==> src/rtl/serial_word_rx_pkg.sv <==
// serial_word_rx_pkg: encodings shared by the serial link receiver and its
// matching transmitter.
//   state_t        : frame FSM states (ST_IDLE, ST_SHIFT)
//   DIR_MSB_FIRST  : bit order code, first bit lands in the MSB
//   DIR_LSB_FIRST  : bit order code, first bit lands in the LSB
package serial_word_rx_pkg;

  typedef enum logic {
    ST_IDLE  = 1'b0,
    ST_SHIFT = 1'b1
  } state_t;

  localparam logic DIR_MSB_FIRST = 1'b0;
  localparam logic DIR_LSB_FIRST = 1'b1;

endpackage

==> src/rtl/serial_word_rx_bit_counter.sv <==
// ser_bit_counter: mod-N bit counter for the serial receiver.
//   clk   : system clock, rising edge
//   reset : asynchronous active-high reset
//   clr   : synchronous clear (has priority over en)
//   en    : advance by one (bit strobe)
//   tc    : terminal count, high while count == N-1
module ser_bit_counter #(
  parameter int N  = 8,
  parameter int CW = $clog2(N)
) (
  input  logic clk,
  input  logic reset,
  input  logic clr,
  input  logic en,
  output logic tc
);

  localparam logic [CW-1:0] LAST = CW'(N - 1);

  logic [CW-1:0] count_q;

  assign tc = (count_q == LAST);

  always_ff @(posedge clk or posedge reset) begin
    if (reset) begin
      count_q <= '0;
    end else if (clr) begin
      count_q <= '0;
    end else if (en) begin
      count_q <= tc ? '0 : count_q + CW'(1);
    end
  end

endmodule

==> src/rtl/serial_word_rx.sv <==
// serial_word_rx: serial-to-parallel frame receiver with a one-word holding
// register and valid/ready handshake.
//   clk        : system clock, rising edge
//   reset      : asynchronous active-high reset
//   start      : frame sync, begins (or restarts) a frame
//   dir        : bit order, latched on start (0 MSB first, 1 LSB first)
//   sin        : serial data, used only when sen=1
//   sen        : bit strobe
//   dout       : holding register
//   dout_valid : dout holds an unconsumed word
//   dout_ready : consumer accepts dout
//   busy       : frame in progress
//   overrun    : one-cycle pulse when a completed word is dropped
module serial_word_rx
  import serial_word_rx_pkg::*;
#(
  parameter int N = 8
) (
  input  logic         clk,
  input  logic         reset,
  input  logic         start,
  input  logic         dir,
  input  logic         sin,
  input  logic         sen,
  output logic [N-1:0] dout,
  output logic         dout_valid,
  input  logic         dout_ready,
  output logic         busy,
  output logic         overrun
);

  localparam int CW = $clog2(N);

  state_t       state_q, state_d;
  logic [N-1:0] sreg_q, sreg_d;
  logic         dir_q, dir_d;
  logic [N-1:0] dout_q, dout_d;
  logic         valid_q, valid_d;
  logic         overrun_q, overrun_d;

  logic         cnt_clr, cnt_en, cnt_tc;
  logic [N-1:0] shifted;
  logic         word_done;

  ser_bit_counter #(.N(N), .CW(CW)) u_cnt (
    .clk   (clk),
    .reset (reset),
    .clr   (cnt_clr),
    .en    (cnt_en),
    .tc    (cnt_tc)
  );

  assign shifted = (dir_q == DIR_LSB_FIRST) ? {sin, sreg_q[N-1:1]}
                                            : {sreg_q[N-2:0], sin};

  // start wins over a coincident strobe, so a restart never completes a word
  assign word_done = (state_q == ST_SHIFT) && !start && sen && cnt_tc;

  always_comb begin
    state_d   = state_q;
    sreg_d    = sreg_q;
    dir_d     = dir_q;
    dout_d    = dout_q;
    valid_d   = valid_q;
    overrun_d = 1'b0;
    cnt_clr   = 1'b0;
    cnt_en    = 1'b0;

    if (start) begin
      state_d = ST_SHIFT;
      dir_d   = dir;
      sreg_d  = '0;
      cnt_clr = 1'b1;
    end else if (state_q == ST_SHIFT && sen) begin
      sreg_d = shifted;
      cnt_en = 1'b1;
      if (cnt_tc) state_d = ST_IDLE;
    end

    // the holding slot frees up in the same cycle it is consumed
    if (word_done) begin
      if (!valid_q || dout_ready) begin
        dout_d  = shifted;
        valid_d = 1'b1;
      end else begin
        overrun_d = 1'b1;
      end
    end else if (valid_q && dout_ready) begin
      valid_d = 1'b0;
    end
  end

  always_ff @(posedge clk or posedge reset) begin
    if (reset) begin
      state_q   <= ST_IDLE;
      sreg_q    <= '0;
      dir_q     <= DIR_MSB_FIRST;
      dout_q    <= '0;
      valid_q   <= 1'b0;
      overrun_q <= 1'b0;
    end else begin
      state_q   <= state_d;
      sreg_q    <= sreg_d;
      dir_q     <= dir_d;
      dout_q    <= dout_d;
      valid_q   <= valid_d;
      overrun_q <= overrun_d;
    end
  end

  assign dout       = dout_q;
  assign dout_valid = valid_q;
  assign busy       = (state_q == ST_SHIFT);
  assign overrun    = overrun_q;

endmodule

==> config.mk <==
export PLATFORM = sky130hd
export DESIGN_NAME = serial_word_rx
export DESIGN_NICKNAME = d
export VERILOG_FILES = /design/src/rtl/serial_word_rx_pkg.sv /design/src/rtl/serial_word_rx_bit_counter.sv /design/src/rtl/serial_word_rx.sv
export SDC_FILE = /design/constraint.sdc
export NUM_CORES = 1
export LEC_CHECK = 0
export BUFFER_PORTS_ARGS = -buffer_cell sky130_fd_sc_hd__buf_2
export CAP_MARGIN = 20
export CORE_AREA = 2 2 54 56
export DETAILED_ROUTE_END_ITERATION = 7
export DIE_AREA = 0 0 56 58
export PLACE_DENSITY_LB_ADDON = 0.1
export SYNTH_ARGS = -nofsm -noshare
export SYNTH_HDL_FRONTEND = slang
export SYNTH_HIERARCHICAL = 1
export SYNTH_SLANG_ARGS = --single-unit
==> constraint.sdc <==
create_clock -name clk -period 2.21 [get_ports clk]
set_clock_uncertainty 0.15 [all_clocks]
set_input_delay 0.3315 -clock clk [delete_from_list [all_inputs] [get_ports clk]]
set_output_delay 0.3315 -clock clk [all_outputs]
set_load 0.02 [all_outputs]
==> results.cfg, run 1 <==
[timing]
tightest_slew_ns = 0.768
relSlewSlack = 0.488
period_needed_ns = 1.63
fmax_mhz = 615
setup_viol = 0
whs_ns = 0.102
tns_ns = 0
min_period_over_period = 0.736
slew_viol_final = 0
hold_viol_final = 0
rsz0062_at_grt = false

[routing]
vias_per_cell = 5.00
drtIter0Drc = 7
drt-total-wl_um = 1830
drt_first_pass_iters = 3
wl_per_cell_um = 14.6
drc = 0
num_vias = 625
final_antenna_net_count = 0

[synthesis]
synth_mux_area_frac = 0.206
avgSynthCellArea_um2 = 13.9
synth_nets = 82
synth.area.top_cells = dfrtp_1 57%, mux2_2 17%, a22o_2 5.9%
synthSimpleGateAreaFrac = 0.0765
yosysTopAreaCell = dfrtp_1
synth_top_area_share = 0.568
synth_top_family_by_area = multiplexers
synth_xor_area_frac = 0
yosysSeqAreaShare = 0.568
synthAdderAreaFrac = 0.0247
syn-cell-area_um2 = 1010
ys_types = 19
yosysWarnings = 6
synth-seq-cells = 23
netlist_instances = 73
synth_compound_area_frac = 0.0975

[power_and_ir_drop]
pwr-share-seq = 0.642
powerDensity_nw_per_um2 = 584
clkPwrFrac = 0.287
intPower_mw = 0.520
power.leakage_nw = 0.620
power.total_mw = 0.680
p_sw_mw = 0.160
comb_power_share = 0.071
switching_share = 0.236
ir_drop_v = 0.000426

[critical_path]
path_delay_family = adder cells
start_kind = register
critPathLaunch = u_cnt/count_q[0]
cpMostUsedCell = ha_1
slowest_stage = dfrtp_1
r2r_start = u_cnt/count_q[0]
worstSetupEndpointType = register
cp_max_fo = 8
critPathBufInv = 0
worst_ep_arrival_time_ns = 1.69
cpPeakStageDelay_ns = 0.42
cp.required_ns = 2.27
critPathKind = register to register
crit_chain = ha_1 -> ha_1 -> nand3_4 -> mux2_2

[final_layout]
layout.nets = 104
drive_gt1_frac = 0.479
antenna_cells = 0
area_growth_pct = 14.9
instances_no_fill = 125

[global_route]
grt_pass1_wl_um = 2940
antenna_found_initial = 0
grtUsageTotal = 0.120
overflow = 0
grt_max_degree = 21
grt_pass1_vias = 601

[die]
initial_core_util = 0.381
ios = 18
core_region_area_um2 = 2660
die_height_um = 58
num_rows = 19
die_w_um = 56
die-area_um2 = 3250

[clock_network]
postCtsSetupBuffers = 0
cts_root_buf = clkbuf_4
clk_latency_ns = 0.31
cts_buffer_depth = 2
h-tree-depth = 1
tritoncts = done
cts_sinks = 23
cts_resized = 0
cts_buffers = 3
path_clk_slew_ns = 0.12

[place]
hpwlAfterDp_um = 1300
dp_cells = 120
io_buffers = 17
gp_congestion = 0.721

[hold_path]
hp-start = start
hp-class = input port to register

[flow_run]
max_cap_viol_count = 0

[outcome]
status = finished clean
-- flip-flops by register name (all words and copies together) (netlist names) --
signal,cells
u_cnt/count_q,3
overrun,1
sreg_q,8
dout_valid,1
dout,8
dir_q,1
busy,1
-- cell usage after synthesis --
master / count
dfrtp_1: 23
mux2_2: 15
a22o_2: 6
nand2_1: 5
mux2i_1: 4
inv_1: 3
nor2_1: 3
ha_1: 2
nand2b_1: 2
a21o_2: 1
a21oi_1: 1
a21oi_2: 1
a22o_1: 1
and3b_1: 1
buf_2: 1
buf_6: 1
nand3_4: 1
o31ai_1: 1
or3b_1: 1
-- power by group through the flow --
stage	clock (mW)	sequential (mW)	combinational, mW
floorplan	0	0.437	0.0389
global placement	0	0.445	0.0472
detailed placement	0	0.445	0.0474
CTS	0.204	0.436	0.0490
global route	0.216	0.438	0.0537
finish	0.195	0.437	0.0483
-- repair_timing --
item | 4_1_cts | 5_1_grt
hold endpoints to repair | 3 | 0
endpoints found under the setup margin | 0 | 0
hold buffers | 1 | 0
-- metal layers --
| layer | track usage | routed length (um) |
|---|---|---|
| met1 | 0.164 | 897 |
| met2 | 0.175 | 838 |
| met3 | 0.0491 | 74 |
| met4 | 0.0408 | 19 |
| met5 | 0 | 0 |
-- cells in the final DEF (no fill, tap or decap), drive strengths merged --
cell         Yosys  final
dfrtp           23     23
buf              2     18
mux2            15     15
a22o             7      7
nand2            5      5
mux2i            4      4
clkbuf           0      4
nor2             3      3
inv              3      3
nand2b           2      2
ha               2      2
a21oi            2      2
and3b            1      1
nand3            1      1
o31ai            1      1
a21o             1      1
dlygate4sd3      0      1
or3b             1      1
-- per-stage QoR --
| step | area, um^2 | setup slack (ns) | utilization |
|---|---|---|---|
| final | 1160 | 0.583 | 0.438 |
| after CTS | 1160 | 0.569 | 0.438 |
| after detailed placement | 1130 | 0.521 | 0.424 |
| after global placement | 1130 | 0.575 | 0.424 |
| after global routing | 1160 | 0.504 | 0.438 |
| after floorplan | 1010 | 0.682 | - |
-- worst paths after layout --
path                                          to  slack (ns)  cells past startpoint
worst min-delay path            u_cnt/count_q[0]        0.10                      2
max in group asynchronous              sreg_q[4]        0.89                      3
worst min register to register         sreg_q[0]        0.36                      2
min in group asynchronous       u_cnt/count_q[2]        0.27                      3
worst max-delay path                     dout[6]        0.58                      4
worst max register to register           dout[6]        0.58                      4
-- final cells by class --
class                      instances  area [um^2]
clock buffer                       4         26.3
timing repair buffer              19          103
sequential                        23          576
tap                               31         38.8
inverter                           3         11.3
fill                             264         1500
multi-input combinational         45          410
-- logic make-up (layout without fill, tap and decap cells) --
family          Yosys count  after routing
compound gates           11             11
fa+ha+maj                 2              2
buf+inv                   5             26
flops                    23             23
mux                      19             19
simple gates             13             13
-- worst reg2reg max path: stages (launching register included) --
cell and delay [ns]:
dfrtp_1 0.42, ha_1 0.20, ha_1 0.25, nand3_4 0.15
mux2_2 0.36
No activity file was read; power rests on OpenSTA's default activity.
==> inputs of run 2 (changes only) <==
ABC_AREA = 1   (was default)
CORE_AREA = 2 2 55 57   (was 2 2 54 56)
DIE_AREA = 0 0 57 59   (was 0 0 56 58)
clock period = 1.5 ns   (was 2.21 ns; I/O delays follow)
==> run 2 against run 1 <==
Compared with the run above: die area increased by 3.5%; critical path type unchanged; final cell count is 47% higher; global-route usage increased by 2.3 points; fmax is 20% higher; synthesized area rose by 4.4%; via count is 37% higher; sequential power grew 47%; clock power grew 50%; total power grew 48%; worst setup slack got worse by 0.44 ns; synthesized cell count grew 74%; combinational power rose by 58%; largest cell class unchanged.
==> results.cfg, run 2 <==
[outcome]
status = finished clean

[critical_path]
cp_max_fo = 8
cpPeakStageDelay_ns = 0.39
critPathKind = register to register
worstSetupEndpointType = register
r2r_start = u_cnt/count_q[0]
cp.required_ns = 1.62
crit_chain = ha_1 -> ha_2 -> inv_1 -> nor2_4 -> nand3_1 -> nand2_1
reg2reg_depth = 6
r2r_slack_ns = 0.14
slowest_stage = dfrtp_1
path_delay_family = flip-flops
rr_endpoint = dout[0]
start_kind = register
worst_ep_arrival_time_ns = 1.47
critPathBufInv = 1

[synthesis]
syn-cell-area_um2 = 1060
synth_nets = 136
yosysSeqAreaShare = 0.544
synth_edf_count = 0
ys_types = 13
netlist_instances = 127
yosys-top-cells-count = 47 x nand2_1, 23 x dfrtp_1, 16 x inv_1, 16 x o21ai_0, 12 x nand3_1
yosysWarnings = 6
synth-seq-cells = 23
ys.flop_type = dfrtp_1
synth.most_common_cell = nand2_1
yosysTopAreaCell = dfrtp_1
synth.area.top_cells = dfrtp_1 54%, nand2_1 17%, o21ai_0 7.6%
synth_top_area_share = 0.544
avgSynthCellArea_um2 = 8.33
async_reset_ff_frac = 1.00

[place]
gp_congestion = 0.750
io_buffers = 17
hpwlAfterDp_um = 1530
placed_area_um2 = 1190
dp_cells = 177

[timing]
tightest_slew_ns = 0.404
tns_ns = 0
fmax_mhz = 738
relSlewSlack = 0.731
min_period_over_period = 0.904
period_needed_ns = 1.36
slew_viol_final = 0
setup_viol = 0
hold_viol_final = 0

[global_route]
grt_pass1_vias = 839
grtUsageTotal = 0.143
grt_max_degree = 21
antenna_found_initial = 0
overflow = 0
grt_pass1_wl_um = 3630

[routing]
drt_first_pass_iters = 4
drt-total-wl_um = 2080
drtIter0Drc = 16
final_antenna_net_count = 0
wl_per_cell_um = 11.3
num_vias = 858
drc = 0
vias_per_cell = 4.66

[power_and_ir_drop]
ir_drop_v = 0.000412
clkPwrFrac = 0.289
intPower_mw = 0.757
p_sw_mw = 0.252
comb_power_share = 0.076
pwr-share-seq = 0.635
powerDensity_nw_per_um2 = 804
switching_share = 0.250
power.leakage_nw = 0.689

[final_layout]
final_area_um2 = 1250
layout_common_cells = 47 x nand2_1, 23 x dfrtp_1, 17 x buf_2
area_growth_pct = 18.6
drive_gt1_frac = 0.209
layout.nets = 163
instances_no_fill = 184
antenna_cells = 0
layout_commonest_cell = nand2_1

[clock_network]
clk_latency_ns = 0.31
h-tree-depth = 1
cts_root_buf = clkbuf_4
cts_buffer_depth = 2
cts_sinks = 23
path_clk_slew_ns = 0.13
cts_buffers = 3
tritoncts = done

[die]
die_w_um = 57
core_region_area_um2 = 2710
num_rows = 19
ios = 18
initial_core_util = 0.391
die-area_um2 = 3360
die_height_um = 59

[hold_path]
hp-start = start
holdPathEnd = dir_q
hp-class = input port to register
min_path_cells = 2

[flow_run]
max_cap_viol_count = 0
-- run 2: timing repair --
| item | CTS | global route |
|---|---|---|
| gates resized for setup | 0 | 2 |
| buffers inserted | 0 | 1 |
| hold buffers | 2 | 0 |
| setup endpoints to repair | 0 | 9 |
| hold endpoints to repair | 24 | 0 |
-- run 2: power by group through the flow --
| stage | registers, mW | clock network [mW] | logic (mW) |
|---|---|---|---|
| floorplan | 0.647 | 0 | 0.0523 |
| global placement | 0.653 | 0 | 0.0689 |
| detailed placement | 0.653 | 0 | 0.0705 |
| CTS | 0.641 | 0.302 | 0.0748 |
| global route | 0.644 | 0.320 | 0.0891 |
| finish | 0.641 | 0.292 | 0.0764 |
-- run 2: layer usage --
metal  track usage  vias to the layer above  share of wire
met5             0                        -              0
met1         0.182                      393           0.50
met4        0.0797                        0          0.018
li1              -                      449              -
met3        0.0197                        4          0.025
met2         0.235                       12           0.46
-- run 2: cell type report --
cell class                      instances  area [um^2]
Tap cell                               31         38.8
Timing Repair Buffer                   25          150
Fill cell                             290         1460
Clock buffer                            3         22.5
Inverter                               16         60.1
Sequential cell                        23          576
Multi-Input combinational cell         85          403
Clock inverter                          1         5.00
-- run 2: worst max-delay path by stage --
stage / cells after the start / from / slack, ns / to
after floorplan: 6 / u_cnt/count_q[0] / 0.16 / dout[2]
after global placement: 6 / u_cnt/count_q[0] / 0.13 / dout[7]
after detailed placement: 6 / u_cnt/count_q[0] / 0.1 / dout[0]
after CTS: 6 / u_cnt/count_q[0] / 0.08 / dout[0]
after global routing: 6 / u_cnt/count_q[0] / -0.005 / dout[2]
final: 6 / u_cnt/count_q[0] / 0.14 / dout[0]
-- run 2: per-stage QoR --
stage | worst slack (ns) | hold WS (ns) | util | power (mW)
2_1_floorplan | 0.160 | -0.171 | - | 0.699
3_3_place_gp | 0.132 | -0.0460 | 0.440 | 0.722
3_5_place_dp | 0.0982 | -0.0403 | 0.440 | 0.724
4_1_cts | 0.0787 | 0.0574 | 0.458 | 1.02
5_1_grt | -0.00457 | 0.110 | 0.463 | 1.05
6_report | 0.144 | 0.0697 | 0.463 | 1.01
-- run 2: worst reg2reg max path: stages (launching register included) --
cell     delay, ns
dfrtp_1       0.39
ha_1          0.16
ha_2          0.21
inv_1         0.07
nor2_4        0.16
nand3_1       0.10
nand2_1       0.07
-- run 2: kinds of logic (layout without fill, tap and decap cells) --
family | count (synthesis) | count (layout) | share of synthesized area
DFF | 23 | 23 | 0.544
adders and majority gates | 2 | 2 | 0.0236
AOI/OAI and AO/OA | 16 | 16 | 0.0757
buffers and inverters | 19 | 45 | 0.0827
and+or+nand+nor | 67 | 67 | 0.274
